### config.mk
export PLATFORM = sky130hd
export DESIGN_NAME = truth_table_sweeper
export DESIGN_NICKNAME = d
export VERILOG_FILES = /design/src/rtl/truth_table_sweeper.sv
export SDC_FILE = /design/constraint.sdc
export NUM_CORES = 1
export LEC_CHECK = 0
export ABC_AREA = 1
export CAP_MARGIN = 25
export CORE_MARGIN = 3
export CORE_UTILIZATION = 55
export CTS_CLUSTER_SIZE = 8
export DETAILED_ROUTE_END_ITERATION = 10
export DONT_BUFFER_PORTS = 1
export GPL_TIMING_DRIVEN = 1
export PLACE_DENSITY = 0.7
export SYNTH_ARGS = -nofsm -noshare
export SYNTH_HDL_FRONTEND = slang
export SYNTH_SLANG_ARGS = --single-unit
### constraint.sdc
create_clock -name clk -period 2.9 [get_ports clk]
set_input_delay 0.29 -clock clk [delete_from_list [all_inputs] [get_ports clk]]
set_output_delay 0.29 -clock clk [all_outputs]
set_load 0.01 [all_outputs]
### src/rtl/truth_table_sweeper.sv
// truth_table_sweeper: clocked exhaustive sweep of an N_IN-input gate block.
// Drives every minterm onto x, holds each for SETTLE+1 cycles, then samples
// the gate-level (a_in) and expression-level (b_in) outputs. It records the
// a_in truth table and counts the minterms where the two implementations disagree.
// Optional macro TT_EXPECT_EN adds a sticky compare of a_in against EXPECT.
module truth_table_sweeper #(
  parameter int                 N_IN   = 2,
  parameter int                 SETTLE = 1,
  parameter logic [2**N_IN-1:0] EXPECT = '0
) (
  input  logic                 clk,
  input  logic                 rst_n,
  input  logic                 start,
  output logic [N_IN-1:0]      x,
  input  logic                 a_in,
  input  logic                 b_in,
  output logic                 busy,
  output logic                 done,
  output logic [2**N_IN-1:0]   tt,
  output logic [N_IN:0]        mismatch_cnt,
  output logic                 mismatch_flag,
  output logic [N_IN-1:0]      first_bad
`ifdef TT_EXPECT_EN
  ,
  output logic                 expect_err
`endif
);

  localparam logic [3:0]      SETTLE_W = 4'(SETTLE);
  localparam logic [N_IN-1:0] X_MAX    = '1;

  typedef enum logic [1:0] {IDLE, HOLD, DONE} state_t;

  state_t              r_state, w_next;
  logic [N_IN-1:0]     r_x;
  logic [3:0]          r_hold;
  logic                r_busy, r_done;
  logic [2**N_IN-1:0]  r_tt;
  logic [N_IN:0]       r_cnt;
  logic                r_flag;
  logic [N_IN-1:0]     r_first;

  logic w_start_ok, w_sample, w_last, w_miss;

  // Start is only honoured while idle or parked in DONE; a running sweep ignores it.
  assign w_start_ok = start && (r_state == IDLE || r_state == DONE);
  assign w_sample   = (r_state == HOLD) && (r_hold == SETTLE_W);
  assign w_last     = (r_x == X_MAX);
  assign w_miss     = (a_in != b_in);

  // Next-state logic.
  always_comb begin
    w_next = r_state;
    case (r_state)
      IDLE:    if (start) w_next = HOLD;
      HOLD:    if (w_sample && w_last) w_next = DONE;
      DONE:    if (start) w_next = HOLD;
      default: w_next = IDLE;
    endcase
  end

  // State register; busy/done are registered copies of the next state.
  always_ff @(posedge clk or negedge rst_n) begin
    if (!rst_n) begin
      r_state <= IDLE;
      r_busy  <= 1'b0;
      r_done  <= 1'b0;
    end else begin
      r_state <= w_next;
      r_busy  <= (w_next == HOLD);
      r_done  <= (w_next == DONE);
    end
  end

  // Stimulus counter, hold timer and result capture on the sample edge.
  always_ff @(posedge clk or negedge rst_n) begin
    if (!rst_n) begin
      r_x     <= '0;
      r_hold  <= '0;
      r_tt    <= '0;
      r_cnt   <= '0;
      r_flag  <= 1'b0;
      r_first <= '0;
    end else if (w_start_ok) begin
      r_x     <= '0;
      r_hold  <= '0;
      r_tt    <= '0;
      r_cnt   <= '0;
      r_flag  <= 1'b0;
      r_first <= '0;
    end else if (w_sample) begin
      r_hold    <= '0;
      r_tt[r_x] <= a_in;
      if (w_miss) begin
        r_cnt  <= r_cnt + 1'b1;
        r_flag <= 1'b1;
        if (!r_flag) r_first <= r_x;
      end
      r_x <= w_last ? '0 : r_x + 1'b1;
    end else if (r_state == HOLD) begin
      r_hold <= r_hold + 1'b1;
    end
  end

`ifdef TT_EXPECT_EN
  logic r_exp_err;

  // Sticky flag: any sampled a_in that differs from the reference table.
  always_ff @(posedge clk or negedge rst_n) begin
    if (!rst_n)                                r_exp_err <= 1'b0;
    else if (w_start_ok)                       r_exp_err <= 1'b0;
    else if (w_sample && (a_in != EXPECT[r_x])) r_exp_err <= 1'b1;
  end

  assign expect_err = r_exp_err;
`else
  // Reference table only matters when the expect check is built in.
  logic w_unused_expect;
  assign w_unused_expect = ^EXPECT;
`endif

  assign x             = r_x;
  assign busy          = r_busy;
  assign done          = r_done;
  assign tt            = r_tt;
  assign mismatch_cnt  = r_cnt;
  assign mismatch_flag = r_flag;
  assign first_bad     = r_first;

endmodule

==> results_dict.tcl <==
set metrics [dict create \
    outcome "complete, no violations" \
    vdd_drop_max_uv 666 \
    drc 0 \
    gp_congestion 0.709 \
    grt_max_degree 21 \
    p_int_w 0.000696 \
    cp.arrival_ns 1.56 \
    p_seq_frac 0.439 \
    final_common_cell "nand2_1" \
    grtUsageTotal 0.168 \
    htreeDepth 1 \
    grt_pass1_vias 723 \
    post_cts_resized 0 \
    dr_wl_met3_um 82 \
    min_path_type "in -> reg" \
    powerDensity_mw_per_mm2 1050 \
    antenna_found_initial 0 \
    r2r_start "r_hold[1]" \
    fin_cells 150 \
    swShare 0.419 \
    rsz0062_at_grt "false" \
    antenna_cells 0 \
    multi_input_area_sq_um 478 \
    clock_path_buffers 2 \
    seq_area_sq_um 500 \
    fin_crit_ns 1.35 \
    cts_sinks 20 \
    portBuffers 0 \
    max_freq_mhz 739 \
    drt_iter0_drc 6 \
    wirelength_um 1780 \
    min_from "a_in" \
    top_layer_used "met4" \
    nets 138 \
    holdWs_ns 0.197 \
    grt_overflow_total 0 \
    core_area_sq_mm 0.00176 \
    p_comb_frac 0.371 \
    postLayoutCoreUtil 0.648 \
    synth_nets 132 \
    cts_buffers 3 \
    cellLeakagePower_nw 0.610 \
    synth_seq_area_share 0.477 \
    fill_cells 169 \
    required_ns 3.11 \
    post_drt_wl_per_cell_um 11.9 \
    drv_slew 0 \
    endpoint_kind "flip-flop" \
    path_class "reg -> reg" \
    finalClockSkew_ns 0.0110 \
    netlist_area_sq_mm 0.00105 \
    max-slew-margin-rel 0.391 \
    path_clk_slew_ns 0.12 \
    max_slew.worst_pin.slew_ns 0.910 \
    drive_gt1_frac 0.144 \
    worstSkewPairLatency_ns 0.31 \
    setup_tns_ns 0 \
    synth_top_area_frac 0.477 \
    dieArea_sq_mm 0.00247 \
    layout_common_cells "29 x nand2_1, 20 x dfrtp_1, 17 x inv_1" \
    yosysWarnings 0 \
    fp.dieW_um 49.7 \
    synth_largest_area_cell "dfrtp_1" \
    rows 15 \
    postSynthCellCount 120 \
    met1_length_um 820 \
    synth_area_per_cell_sq_um 8.75 \
    grt_pass1_wl_um 3210 \
    power_frac_clock 0.190 \
    dp_hpwl_um 1340 \
    start_util 0.595 \
    p_sw_w 0.000501 \
    ys_ff_latch 20 \
    path_max_fanout 6 \
    finalCritPeriodShare 0.467 \
    firstDrtPassIters 4 \
    vias_per_cell 5.04 \
    yosysUniqueCellTypes 20 \
    ios 19 \
    vias 756 \
    hold_viol 0 \
    critPathLaunchType "flip-flop" \
    post_cts_buffers 0 \
    dp.cells 145 \
    cts_tree "yes" \
    area_growth_pct 8.94 \
    drv_cap 0 \
    cts_hold_buf 1 \
    ant_nets 0 \
    die_y_um 49.7 \
    setup_viol 0 \
    worstSetupStartpoint "r_hold[1]" \
    total_power_w 0.00120 \
    cts-root-buf "clkbuf_4" \
    dr_wl_met2_um 862 \
    yosys-top-cells-area "dfrtp_1 48%, nand2_1 10%, ha_1 8.3%" \
]
## cell usage after synthesis
| cell type | count |
|---|---|
| o21bai_1 | 1 |
| ha_1 | 7 |
| nor2_2 | 4 |
| nand2_1 | 29 |
| xor2_1 | 3 |
| nand2_2 | 3 |
| nor2_4 | 3 |
| nor2_1 | 9 |
| o21ai_1 | 7 |
| dfrtp_1 | 20 |
| a21oi_1 | 1 |
| inv_2 | 2 |
| or2_0 | 1 |
| nor3_1 | 1 |
| inv_1 | 17 |
| nand2_4 | 1 |
| xnor2_1 | 1 |
| nand3_4 | 1 |
| nand3b_1 | 1 |
| nand3_1 | 8 |
## cell families after synthesis
logic type	Yosys count	synth area share
xor+xnor	4	0.0334
flops	20	0.477
fa+ha+maj	7	0.0834
simple gates	61	0.293
compound gates	9	0.0453
buf+inv	19	0.0679
## worst max-delay path, stage by stage, from the launching register on
cell	delay [ns]
dfrtp_1	0.43
inv_1	0.06
ha_1	0.21
nand2_1	0.11
nor2_4	0.15
nand2_1	0.14
nand2_1	0.11
nand2_1	0.05
## worst paths after layout
path | end | slack, ns | depth (start not counted)
max | r_state[0] | 1.55 | 7
min | tt[3] | 0.20 | 2
max reg2reg | r_state[0] | 1.55 | 7
min reg2reg | mismatch_cnt[1] | 0.58 | 2
max in group asynchronous | mismatch_cnt[2] | 1.79 | 1
min in group asynchronous | tt[3] | 0.54 | 1
## power groups by stage
stage / combinational (W) / clock, W / sequential (W)
floorplan: 0.000369 / 0 / 0.000508
global placement: 0.000422 / 0 / 0.000529
detailed placement: 0.000438 / 0 / 0.000534
CTS: 0.000450 / 0.000231 / 0.000528
global route: 0.000513 / 0.000245 / 0.000543
finish: 0.000444 / 0.000228 / 0.000525
## area by class of cell
cell class / count / area share
clock inverters: 1 / 0.0263
repair buffers: 1 / 0.00875
well taps: 25 / 0.0274
clock buffers: 3 / 0.0197
inverters: 19 / 0.0624
flip-flops and latches: 20 / 0.438
multi-input cells: 81 / 0.418
## metal layers
metal	vias to the layer above	track usage
met2	13	0.262
met4	0	0.0553
li1	382	-
met1	358	0.220
met5	-	0
met3	3	0.0544
## flip-flops by register name, indices dropped and copies added (netlist names)
register       flops
tt                 4
r_state            2
x                  2
r_hold             4
done               1
mismatch_cnt       3
busy               1
first_bad          2
mismatch_flag      1
## metrics by stage
step	setup WS (ns)	cell area (sq um)
2_1_floorplan	1.69	1050
3_3_place_gp	1.62	1080
3_5_place_dp	1.57	1080
4_1_cts	1.55	1140
5_1_grt	1.40	1140
6_report	1.55	1140
No activity file was read; power rests on OpenSTA's default activity.
